File: src/rtl/rv32i_pkg.sv
// rv32i_pkg: shared RV32I opcode/funct constants, ALU op codes and immediate helpers
package rv32i_pkg;

   localparam logic [6:0] OPC_OP     = 7'b0110011;
   localparam logic [6:0] OPC_OP_IMM = 7'b0010011;
   localparam logic [6:0] OPC_LUI    = 7'b0110111;
   localparam logic [6:0] OPC_AUIPC  = 7'b0010111;

   localparam logic [2:0] F3_ADD  = 3'd0;
   localparam logic [2:0] F3_SLL  = 3'd1;
   localparam logic [2:0] F3_SLT  = 3'd2;
   localparam logic [2:0] F3_SLTU = 3'd3;
   localparam logic [2:0] F3_XOR  = 3'd4;
   localparam logic [2:0] F3_SR   = 3'd5;
   localparam logic [2:0] F3_OR   = 3'd6;
   localparam logic [2:0] F3_AND  = 3'd7;

   localparam logic [6:0] F7_BASE = 7'b0000000;
   localparam logic [6:0] F7_ALT  = 7'b0100000;

   localparam logic [3:0] ALU_ADD  = 4'b0000;
   localparam logic [3:0] ALU_SUB  = 4'b0001;
   localparam logic [3:0] ALU_XOR  = 4'b0010;
   localparam logic [3:0] ALU_OR   = 4'b0011;
   localparam logic [3:0] ALU_AND  = 4'b0100;
   localparam logic [3:0] ALU_SLL  = 4'b0101;
   localparam logic [3:0] ALU_SRL  = 4'b0110;
   localparam logic [3:0] ALU_SRA  = 4'b0111;
   localparam logic [3:0] ALU_SLTU = 4'b1000;

   typedef enum logic [1:0] {A_RS1, A_PC, A_ZERO} a_sel_e;
   typedef enum logic [1:0] {B_REG, B_IMM_I, B_IMM_U} b_sel_e;

   function automatic logic [31:0] imm_i(input logic [31:0] instr);
      return {{20{instr[31]}}, instr[31:20]};
   endfunction

   function automatic logic [31:0] imm_u(input logic [31:0] instr);
      return {instr[31:12], 12'b0};
   endfunction

   // funct3 → op for the encodings where funct7 is all zero (slt has no code here)
   function automatic logic [3:0] base_op(input logic [2:0] funct3);
      case (funct3)
         F3_SLL:  return ALU_SLL;
         F3_SLTU: return ALU_SLTU;
         F3_XOR:  return ALU_XOR;
         F3_SR:   return ALU_SRL;
         F3_OR:   return ALU_OR;
         F3_AND:  return ALU_AND;
         default: return ALU_ADD;
      endcase
   endfunction

endpackage

File: src/rtl/alu_op_decode.sv
// alu_op_decode: combinational RV32I ALU-class decode to alu_op, operand selects and illegal flag
module alu_op_decode
   import rv32i_pkg::*;
#(
   parameter real T = 0.0
) (
   input  logic [31:0] instr,
   output logic [3:0]  alu_op,
   output a_sel_e      a_sel,
   output b_sel_e      b_sel,
   output logic        illegal
);

   // T is carried for delay back-annotation only; no logic depends on it
   localparam real unused_t = T;

   logic [6:0] opcode;
   logic [2:0] funct3;
   logic [6:0] funct7;
   logic       unused_bits;

   assign opcode      = instr[6:0];
   assign funct3      = instr[14:12];
   assign funct7      = instr[31:25];
   assign unused_bits = ^{instr[24:15], instr[11:7]};

   // decode opcode/funct fields; anything unrecognised falls through as illegal with add and zero operand
   always_comb begin
      a_sel   = A_ZERO;
      b_sel   = B_REG;
      alu_op  = ALU_ADD;
      illegal = 1'b1;
      case (opcode)
         OPC_OP: begin
            a_sel = A_RS1;
            if (funct7 == F7_BASE && funct3 != F3_SLT) begin
               alu_op  = base_op(funct3);
               illegal = 1'b0;
            end else if (funct7 == F7_ALT && (funct3 == F3_ADD || funct3 == F3_SR)) begin
               alu_op  = (funct3 == F3_ADD) ? ALU_SUB : ALU_SRA;
               illegal = 1'b0;
            end
         end
         OPC_OP_IMM: begin
            a_sel = A_RS1;
            b_sel = B_IMM_I;
            if (funct3 == F3_SR && funct7 == F7_ALT) begin
               alu_op  = ALU_SRA;
               illegal = 1'b0;
            end else if (funct3 != F3_SLT && !((funct3 == F3_SLL || funct3 == F3_SR) && funct7 != F7_BASE)) begin
               alu_op  = base_op(funct3);
               illegal = 1'b0;
            end
         end
         OPC_LUI: begin
            b_sel   = B_IMM_U;
            illegal = 1'b0;
         end
         OPC_AUIPC: begin
            a_sel   = A_PC;
            b_sel   = B_IMM_U;
            illegal = 1'b0;
         end
         default: ;
      endcase
      if (illegal) begin
         a_sel  = A_ZERO;
         alu_op = ALU_ADD;
      end
   end

endmodule

File: src/rtl/alu_issue_stage.sv
// alu_issue_stage: decode/issue stage registering ALU operands and op behind a valid/ready handshake
module alu_issue_stage
   import rv32i_pkg::*;
#(
   parameter real T = 0.0
) (
   input  logic        clk,
   input  logic        rst_n,
   input  logic        in_valid,
   output logic        in_ready,
   input  logic [31:0] instr,
   input  logic [31:0] pc,
   input  logic [31:0] rs1_data,
   input  logic [31:0] rs2_data,
   input  logic        flush,
   output logic        out_valid,
   input  logic        out_ready,
   output logic [31:0] alu_a,
   output logic [31:0] alu_b,
   output logic [3:0]  alu_op,
   output logic [4:0]  rd,
   output logic        wb_en,
   output logic        illegal
);

   logic [3:0]  dec_op;
   a_sel_e      a_sel;
   b_sel_e      b_sel;
   logic        dec_illegal;
   logic        accept;
   logic [31:0] a_mux;
   logic [31:0] b_mux;

   alu_op_decode #(.T(T)) u_dec (
      .instr   (instr),
      .alu_op  (dec_op),
      .a_sel   (a_sel),
      .b_sel   (b_sel),
      .illegal (dec_illegal)
   );

   assign in_ready = !out_valid || out_ready;
   assign accept   = in_valid && in_ready;
   assign a_mux    = (a_sel == A_RS1) ? rs1_data : (a_sel == A_PC) ? pc : '0;
   assign b_mux    = dec_illegal ? '0 : (b_sel == B_IMM_I) ? imm_i(instr) : (b_sel == B_IMM_U) ? imm_u(instr) : rs2_data;

   // stage register: holds while stalled, reloads on accept, flush drops the entry
   always_ff @(posedge clk or negedge rst_n) begin
      if (!rst_n) begin
         out_valid <= 1'b0;
         alu_a     <= '0;
         alu_b     <= '0;
         alu_op    <= '0;
         rd        <= '0;
         wb_en     <= 1'b0;
         illegal   <= 1'b0;
      end else begin
         out_valid <= !flush && (accept || (out_valid && !out_ready));
         if (accept) begin
            alu_a   <= a_mux;
            alu_b   <= b_mux;
            alu_op  <= dec_op;
            rd      <= instr[11:7];
            wb_en   <= !dec_illegal && (instr[11:7] != 5'd0);
            illegal <= dec_illegal;
         end
      end
   end

endmodule

File: config.mk
export PLATFORM = sky130hd
export DESIGN_NAME = alu_issue_stage
export DESIGN_NICKNAME = d
export VERILOG_FILES = /design/src/rtl/rv32i_pkg.sv /design/src/rtl/alu_op_decode.sv /design/src/rtl/alu_issue_stage.sv
export SDC_FILE = /design/constraint.sdc
export NUM_CORES = 1
export LEC_CHECK = 0
export ABC_AREA = 1
export CORE_MARGIN = 4
export CORE_UTILIZATION = 41
export CTS_CLUSTER_SIZE = 28
export DETAILED_ROUTE_END_ITERATION = 10
export PLACE_DENSITY = 0.8
export RECOVER_POWER = 100
export SYNTH_ARGS = -nofsm -noshare
export SYNTH_HDL_FRONTEND = slang
export SYNTH_HIERARCHICAL = 1
export SYNTH_SLANG_ARGS = --single-unit
export TNS_END_PERCENT = 5
File: constraint.sdc
create_clock -name clk -period 1.7 [get_ports clk]
set_clock_uncertainty 0.15 [all_clocks]
set_input_delay 0.51 -clock clk [delete_from_list [all_inputs] [get_ports clk]]
set_output_delay 0.51 -clock clk [all_outputs]
set_load 0.01 [all_outputs]
Word-level counts from Yosys, hierarchy flattened
Cells that the tools add are included.
{"block": "word_totals", "register_bits": 76, "input_bits": 133, "wordCells": 68}
{"block": "classes", "eq_ne": 15, "mux": 21, "reduce_logical": 25}
{"operator": "32-bit two-way mux", "count": 5}
{"operator": "4-bit one-hot mux with 6 select lines", "count": 1}
{"operator": "7-bit by 6-bit equality test with 1-bit output, second input constant", "count": 3}
{"operator": "4-bit two-way mux", "count": 5}
{"operator": "7-bit by 5-bit equality test with 1-bit output, second input constant", "count": 2}
{"operator": "3-bit equality test, second input constant", "count": 4}
{"operator": "1-bit logical AND", "count": 9}
{"operator": "2-bit one-hot mux with 2 select lines", "count": 2}
{"operator": "4-bit one-hot mux with 2 select lines", "count": 1}
{"operator": "7-bit logical NOT", "count": 1}
{"operator": "7-bit nonzero test", "count": 1}
{"operator": "1-bit logical NOT", "count": 5}
{"operator": "5-bit nonzero test", "count": 1}
{"operator": "2-bit by 1-bit equality test with 1-bit output, second input constant", "count": 2}
{"operator": "1-bit logical OR", "count": 4}
{"operator": "1-bit two-way mux", "count": 4}
{"operator": "2-bit OR reduction", "count": 2}
{"operator": "3-bit by 1-bit equality test with 1-bit output, second input constant", "count": 1}
{"operator": "3-bit by 2-bit equality test with 1-bit output, second input constant", "count": 1}
{"operator": "3-bit logical NOT", "count": 1}
{"operator": "3-bit two-way mux", "count": 1}
{"operator": "3-bit by 2-bit inequality test with 1-bit output, second input constant", "count": 1}
{"operator": "1-bit one-hot mux with 3 select lines", "count": 1}
{"operator": "2-bit equality test, second input constant", "count": 1}
{"operator": "2 further kinds", "count": 2}

Depth between registers and ports, before layout
Gate-level depths: netlist (run 1).
{"block": "logic_depth", "depth_word": 12, "depth_mapped": 14, "ltp_nobuf": 13}

Cells and area by module
The synthesis (run 1) kept the hierarchy.
{"module": "alu_issue_stage", "instances": 1, "cells_each": 585, "area_per_inst_um2": 4022.6, "seq_area_each_um2": 1901.8}
{"module": "alu_op_decode", "instances": 1, "cells_each": 70, "area_per_inst_um2": 354.1, "seq_area_each_um2": 0.0}

Worst setup path after synthesis (run 1)
Ideal clock, no wire load.
{"block": "synth_path", "path_kind": "input to register", "startpoint": "in instr[6]", "endpoint": "reg alu_a[0]", "setup_time_ps": 117, "arrival_time_ps": 1642, "setup_slack_ps": -209, "path_stages": 13, "path_cell_list": "inv_1 nand2_1 inv_1 nand2_1 nor2_4 nand4_1 nand3_1 inv_1 buf_2 nand3_1 nand2_1 nand2_1 nand2_1"}
{"block": "synth_between", "elab_chain_cells": 7, "word_cells_on_any_way": 13, "cone_classes": "eq/ne (5); mux (5); reduce/logical (3)"}
{"element": "start: declaration", "line": "alu_issue_stage.sv:11", "rtl": "input logic [31:0] instr,"}
{"element": "7-bit by 6-bit equality test with 1-bit output, or another cell as far along", "line": "alu_op_decode.sv:33", "rtl": "case (opcode)"}
{"element": "2-bit OR reduction (no source line)"}
{"element": "1-bit one-hot mux with 3 select lines / 2-bit one-hot mux with 2 select lines (equally long branches)", "line": "alu_op_decode.sv:33"}
{"element": "2-bit two-way mux *", "line": "alu_op_decode.sv:66", "rtl": "if (illegal) begin"}
{"element": "named net a_sel[1]", "line": "alu_issue_stage.sv:27", "rtl": "a_sel_e a_sel;"}
{"element": "2-bit by 1-bit equality test with 1-bit output", "line": "alu_issue_stage.sv:44", "rtl": "assign a_mux = (a_sel == A_RS1) ? rs1_data : (a_sel == A_PC) ? pc : '0;"}
{"element": "32-bit two-way mux", "line": "alu_issue_stage.sv:44"}
{"element": "32-bit two-way mux *", "line": "alu_issue_stage.sv:44"}
{"element": "end signal: assignment", "line": "alu_issue_stage.sv:60", "rtl": "alu_a <= a_mux;"}
{"element": "end: declaration", "line": "alu_issue_stage.sv:18", "rtl": "output logic [31:0] alu_a,"}
Mark *: on every way through the listed nets, which the timed path passes. The rest lies on a longest branch.
A chain may end at the register's enable or synchronous reset.

Worst setup path after layout (run 1)
{"block": "layout_path", "startpoint": "in instr[26]", "endpoint": "reg alu_a[28]"}
{"block": "layout_between", "elab_chain_cells": 11, "word_cells_on_any_way": 19, "cone_classes": "eq/ne (2); mux (8); reduce/logical (9)"}
{"element": "7-bit nonzero test", "line": "alu_op_decode.sv:50", "rtl": "end else if (funct3 != F3_SLT && !((funct3 == F3_SLL || funct3 == F3_SR) && funct7 != F7_BASE)) begin"}
{"element": "1-bit logical AND", "line": "alu_op_decode.sv:50"}
{"element": "1-bit logical NOT", "line": "alu_op_decode.sv:50"}
{"element": "1-bit logical AND", "line": "alu_op_decode.sv:50"}
{"element": "1-bit two-way mux", "line": "alu_op_decode.sv:50"}
{"element": "1-bit two-way mux", "line": "alu_op_decode.sv:47", "rtl": "if (funct3 == F3_SR && funct7 == F7_ALT) begin"}
{"element": "1-bit one-hot mux with 3 select lines *", "line": "alu_op_decode.sv:33"}
{"element": "2-bit two-way mux *", "line": "alu_op_decode.sv:66"}
{"element": "named net a_sel[1]", "line": "alu_issue_stage.sv:27"}
{"element": "2-bit by 1-bit equality test with 1-bit output", "line": "alu_issue_stage.sv:44"}
{"element": "32-bit two-way mux", "line": "alu_issue_stage.sv:44"}
{"element": "32-bit two-way mux *", "line": "alu_issue_stage.sv:44"}
Marks and branches as above.

==> results.py, run 1 <==
metrics = {
    "outcome": {
        "outcome": "finished with violations",
        "violations": "negative setup slack",
    },
    "critical_path": {
        "max_stage_delay_ns": 0.17,
        "crit_buf_inv": 4,
        "required_ns": 1.84,
        "path_max_fanout": 8,
        "cp_slowest_cell": "nor2_4",
        "critPathTopFamily": "simple AND/OR/NAND/NOR gates",
        "path_cells": "buf_8 > nor2_4 > nand2_4 > nor2_4 > nand2_2 > nand3_2 > nand2_2 > inv_2 > nand3_4 > nor2_4 > buf_6 > buf_12 > nand2_2 > nand2_1 > nand2_1 > nand2_1",
        "path_class": "input port to register",
        "crit_arrival_ns": 2.05,
        "critPathCaptureType": "register",
        "worstSetupStartpointType": "input port",
    },
    "logic_synthesis": {
        "yosys_warnings": 6,
        "synth.area.top_cells": "dfrtp_1 43%, nand2_1 31%, nand3_1 11%, inv_1 3.4%, buf_2 3.0%",
        "synth.top_cell.area_share": 0.435,
        "ys_seq_area_frac": 0.435,
        "synth_fp_nets": 788,
        "synth.distinct_cells": 25,
        "synth_area_leader_cell": "dfrtp_1",
        "ys_ff_latch": 76,
        "syn_inst": 655,
        "syn_area_per_cell_um2": 6.68,
        "synth.cell_area_um2": 4380,
    },
    "cells_and_area": {
        "finalInstanceArea_um2": 7620,
        "multiInputGateArea_um2": 2330,
        "seq_area_um2": 1900,
        "area_growth_pct": 74.1,
        "final_core_util": 0.735,
        "diodes": 0,
        "drive_gt1_frac": 0.200,
        "fillers": 755,
        "fin_nets": 1052,
        "instances_no_fill": 1059,
    },
    "grt": {
        "grt_pass1_vias": 5522,
        "grt_pass1_wl_um": 28200,
        "grt_use_total": 0.279,
        "grt_max_degree": 34,
        "overflow": 0,
        "grt_antenna_before_repair": 0,
    },
    "clocking": {
        "clock-sinks": 76,
        "cts_tree": "built",
        "cts_made_buffers": 9,
        "htree_levels": 3,
        "clk_pin_slew_ns": 0.07,
        "clk_path_buf_depth": 2,
        "cts_root_buf": "clkbuf_8",
        "insertion_delay_ns": 0.35,
    },
    "pwr": {
        "pwr-share-seq": 0.462,
        "p_int_mw": 2.98,
        "power_density_nw_per_um2": 525,
        "switching_power_mw": 1.03,
        "peakVddDrop_uv": 318,
        "power_frac_comb": 0.192,
        "p_clk_frac": 0.346,
        "swShare": 0.256,
        "p_leak_nw": 4.09,
    },
    "sta": {
        "hold_viol": 0,
        "fmax_ghz": 0.523,
        "fin_ws_ns": -0.211,
        "rsz0062_at_grt": "yes",
        "worst_pin_slew_ns": 0.688,
        "maxSlewViolCount": 0,
        "min_period_over_period": 1.12,
        "setup_violations": 66,
        "finalCriticalPeriod_ns": 1.91,
        "relSlewSlack": 0.541,
    },
    "route": {
        "drt_iter0_drc": 470,
        "wirelength_um": 17800,
        "via_count": 5498,
        "avgViaCountPerCell": 5.19,
        "drtPass1Iterations": 7,
        "wl_per_cell_um": 16.8,
        "drc": 0,
        "drtAntennaViolNets": 0,
    },
    "place": {
        "port_buffers": 209,
        "place.gp.congestion": 0.971,
        "dp.cells": 1018,
        "placed_area_um2": 6980,
        "dp_hpwl_um": 12200,
        "place_ws_ns": -1.07,
    },
    "hold_path": {
        "hp-class": "register to register",
    },
    "floorplanning": {
        "initial_core_util": 0.422,
        "coreArea_um2": 10400,
        "die_h_um": 111,
        "rows": 37,
        "dieWidth_um": 111,
        "dieArea_um2": 12400,
        "ios": 210,
    },
    "job": {
        "drv_cap": 0,
    },
}
-- timing repair --
| item | 4_1_cts | 5_1_grt |
|---|---|---|
| gates resized for setup | 255 | 72 |
| hold buffers | 1 | 0 |
| buffers inserted | 17 | 3 |
| pin swaps | 37 | 20 |
| cloned | 6 | 1 |
| setup endpoints to repair | 152 | 118 |
| hold endpoints to repair | 24 | 0 |
-- metrics by stage --
step                      hold WS, ns  TNS, ns  power [mW]
after floorplan                0.0644    -7.20        2.08
after global placement          0.299   -64.91        2.62
after detailed placement        0.300   -68.88        2.63
after global routing            0.352   -13.72        4.16
after CTS                       0.329    -2.01        4.00
final                           0.328    -7.29        4.00
-- cell type report --
type                       count  area share
multi-input combinational    498       0.305
timing repair inverter         1     0.00115
clock inverter                 2     0.00460
sequential                    76       0.250
inverter                      43      0.0245
tap                          136      0.0223
clock buffer                  13      0.0195
timing repair buffer         290       0.373
-- sequential cells by signal, indices dropped and copies added (netlist names) --
signal / flops
alu_a: 32
rd: 5
alu_b: 32
wb_en: 1
alu_op: 4
illegal: 1
out_valid: 1
-- cell usage after synthesis --
cell type,count
nor4_1,1
nand4_1,2
nand3b_1,1
nand3_2,3
nand2_1,362
o21ai_0,5
nand3_1,96
inv_2,3
buf_4,7
clkbuf_1,2
a211oi_1,1
nand2_2,4
nor3_1,1
buf_6,2
a21oi_1,3
buf_1,1
inv_1,40
nor2_4,3
nor3_2,1
nand3_4,1
nor2_2,3
dfrtp_1,76
nor2_1,9
o21ai_1,2
buf_2,26
-- path summary, 6_finish.rpt --
kind,start,cells after the start,slack (ns),to
min in group asynchronous,rst_n,2,0.58,alu_a[10]$_DFFE_PN0P_
setup / recovery,instr[26],16,-0.21,alu_a[28]$_DFFE_PN0P_
hold reg to reg,alu_a[9]$_DFFE_PN0P_,2,0.33,alu_a[9]$_DFFE_PN0P_
max in group asynchronous,rst_n,3,0.11,alu_b[15]$_DFFE_PN0P_
hold / removal,alu_a[9]$_DFFE_PN0P_,2,0.33,alu_a[9]$_DFFE_PN0P_
setup reg to reg,out_valid$_DFF_PN0_,8,0.13,alu_a[28]$_DFFE_PN0P_
-- placed cells by master (no fill, tap or decap), types with 6 or more instances in the layout --
| cell type | count |
|---|---|
| clkbuf_8 | 10 |
| clkdlybuf4s50_1 | 112 |
| inv_2 | 12 |
| nor2_4 | 8 |
| inv_1 | 25 |
| buf_2 | 8 |
| clkdlybuf4s15_1 | 67 |
| nand3_1 | 91 |
| clkbuf_1 | 7 |
| nand2_1 | 334 |
| buf_6 | 20 |
| dfrtp_1 | 76 |
| nor2_1 | 6 |
| buf_4 | 54 |
| buf_12 | 9 |
| nand2_2 | 23 |
| nand2_4 | 8 |
-- worst register-to-register path, delay by kind of cell (launching register included) --
family | cells | cell delay, ns
DFF | 1 | 0.40
and+or+nand+nor | 4 | 0.30
buffers and inverters | 4 | 0.63
-- power by group through the flow --
stage / registers, mW / logic (mW) / clock network, mW
global route: 1.85 / 0.824 / 1.48
CTS: 1.85 / 0.757 / 1.39
floorplan: 1.90 / 0.187 / 0
detailed placement: 1.89 / 0.742 / 0
global placement: 1.88 / 0.732 / 0
finish: 1.85 / 0.770 / 1.38
-- layer usage --
layer | vias to the layer above | global-route usage | wire (um)
met2 | 320 | 0.481 | 8750
met3 | 71 | 0.0759 | 1810
li1 | 2549 | - | -
met5 | - | 0 | 0
met1 | 2558 | 0.331 | 6640
met4 | 0 | 0.110 | 616
-- kinds of logic (layout without fill, tap and decap cells) --
| kind of cell | Yosys count | after routing | share of synthesized area |
|---|---|---|---|
| buffers and inverters | 81 | 349 | 0.0863 |
| AND/OR/NAND/NOR | 487 | 487 | 0.466 |
| AO/OA/AOI/OAI | 11 | 11 | 0.0131 |
| flip-flops | 76 | 76 | 0.435 |
Power figures use the tool's default switching activity.
==> run 2, diff against run 1 <==
--- a/config.mk
+++ b/config.mk
@@ -7,10 +7,11 @@
 export LEC_CHECK = 0
 export ABC_AREA = 1
 export CORE_MARGIN = 4
-export CORE_UTILIZATION = 41
+export CORE_UTILIZATION = 45
 export CTS_CLUSTER_SIZE = 28
 export DETAILED_ROUTE_END_ITERATION = 10
-export PLACE_DENSITY = 0.8
+export GPL_TIMING_DRIVEN = 1
+export PLACE_DENSITY = 0.86
 export RECOVER_POWER = 100
 export SYNTH_ARGS = -nofsm -noshare
 export SYNTH_HDL_FRONTEND = slang
==> constraint.sdc (replaced) <==
create_clock -name clk -period 2.29 [get_ports clk]
set_clock_uncertainty 0.15 [all_clocks]
set_input_delay 0.687 -clock clk [delete_from_list [all_inputs] [get_ports clk]]
set_output_delay 0.687 -clock clk [all_outputs]
set_load 0.01 [all_outputs]
==> results.py, run 2 (same netlist as run 1, synthesis figures left out) <==
metrics = {
    "grt": {
        "grt_antenna_before_repair": 1,
        "grt_pass1_vias": 5099,
        "overflow": 0,
        "grt_pass1_wl_um": 24800,
        "grt_use_total": 0.270,
        "grt_max_degree": 45,
    },
    "cells_and_area": {
        "seq_area_um2": 1900,
        "layout_common_cells": "357 x nand2_1, 114 x clkdlybuf4s50_1, 93 x nand3_1",
        "multiInputGateArea_um2": 2170,
        "top_regs": "alu_a (32), alu_b (32), rd (5)",
        "area_growth_pct": 66.0,
        "final_common_cell": "nand2_1",
        "fillers": 707,
        "drive_gt1_frac": 0.123,
        "fin_nets": 1023,
        "final_core_util": 0.775,
    },
    "floorplanning": {
        "dieWidth_um": 107,
        "dieArea_um2": 11400,
        "initial_core_util": 0.467,
        "die_h_um": 107,
        "ios": 210,
        "rows": 35,
        "coreArea_um2": 9370,
    },
    "sta": {
        "setup_violations": 0,
        "finalCriticalPeriod_ns": 2.25,
        "tns_ns": 0,
        "worst_pin_slew_ns": 1.05,
        "fmax_ghz": 0.444,
        "maxSlewViolCount": 0,
        "hold_viol": 0,
        "relSlewSlack": 0.301,
        "min_period_over_period": 0.982,
        "fin_ws_ns": 0.0402,
    },
    "critical_path": {
        "max_stage_delay_ns": 0.46,
        "cp_slowest_cell": "clkdlybuf4s50_1",
        "worstSetupStartpointType": "input port",
        "path_cells": "clkdlybuf4s50_1 > inv_1 > nand2_2 > buf_2",
        "path_max_fanout": 3,
        "critPathCaptureType": "output port",
        "path_class": "input port to output port",
        "required_ns": 1.45,
        "crit_arrival_ns": 1.41,
    },
    "place": {
        "place.gp.congestion": 0.861,
        "port_buffers": 209,
        "place_ws_ns": -0.502,
        "dp_hpwl_um": 11300,
    },
    "route": {
        "drt_iter0_drc": 329,
        "wl_per_cell_um": 15.6,
        "via_count": 5275,
        "drtAntennaViolNets": 0,
        "wirelength_um": 16000,
        "avgViaCountPerCell": 5.15,
        "drtPass1Iterations": 5,
        "drc": 0,
    },
    "clocking": {
        "clk_pin_slew_ns": 0.08,
        "clock-sinks": 76,
        "cts_made_buffers": 9,
        "cts_root_buf": "clkbuf_8",
        "cts_tree": "built",
        "clk_path_buf_depth": 2,
        "insertion_delay_ns": 0.33,
        "htree_levels": 3,
    },
    "outcome": {
        "outcome": "complete, no violations",
    },
    "pwr": {
        "power_density_nw_per_um2": 402,
        "p_leak_nw": 4.15,
        "peakVddDrop_uv": 255,
    },
    "hold_path": {
        "hp-class": "input port to asynchronous set/reset pin",
    },
    "job": {
        "drv_cap": 0,
    },
}
run 2: repair_timing:
action / in CTS / in global routing
gates cloned: 1 / 3
endpoints found under the setup margin: 48 / 65
hold buffers: 0 / 0
pin swaps: 2 / 14
buffers inserted: 1 / 4
gates resized for setup: 16 / 39
run 2: path summary, 6_finish.rpt:
check	from	endpoint	slack [ns]	depth (start not counted)
max in group asynchronous	rst_n	rd[4]$_DFFE_PN0P_	0.40	2
max reg2reg	out_valid$_DFF_PN0_	alu_b[1]$_DFFE_PN0P_	0.72	5
max	out_ready	in_ready	0.04	4
min in group clk	alu_b[16]$_DFFE_PN0P_	alu_b[16]$_DFFE_PN0P_	0.32	2
min reg2reg	alu_b[16]$_DFFE_PN0P_	alu_b[16]$_DFFE_PN0P_	0.32	2
min	rst_n	alu_a[25]$_DFFE_PN0P_	0.16	1
run 2: worst max-delay path, delay by kind of cell:
| family | cells | cell delay [ns] |
|---|---|---|
| buffers and inverters | 3 | 0.65 |
| and+or+nand+nor | 1 | 0.08 |
run 2: report_power, final:
group	internal [mW]	total (mW)	switching [mW]
combinational	0.296	0.517	0.221
sequential	1.36	1.37	0.0108
clock	0.533	1.03	0.495
total	2.19	2.92	0.727
run 2: area by class of cell:
| class | instances | area share |
|---|---|---|
| Tap cell | 129 | 0.0222 |
| Clock inverter | 4 | 0.00672 |
| Sequential cell | 76 | 0.262 |
| Timing Repair Buffer | 262 | 0.368 |
| Inverter | 43 | 0.0226 |
| Antenna cell | 1 | 0.000345 |
| Clock buffer | 12 | 0.0200 |
| Multi-Input combinational cell | 498 | 0.299 |
run 2: through the flow:
| stage | hold slack (ns) | instances | power, mW | area [um2] |
|---|---|---|---|---|
| global route | 0.194 | 1025 | 3.05 | 7260 |
| global placement | 0.312 | 999 | 1.91 | 6890 |
| CTS | 0.00497 | 1017 | 2.95 | 7120 |
| floorplan | 0.241 | 655 | 1.54 | 4380 |
| finish | 0.158 | 1025 | 2.92 | 7260 |
| detailed placement | 0.314 | 999 | 1.92 | 6890 |
run 2: metal layers:
metal  wire length (um)  share of wire  global-route usage
met1               6160           0.39               0.336
met5                  0              0                   0
met3                980          0.061              0.0433
met4                747          0.047               0.127
met2               8090           0.51               0.460
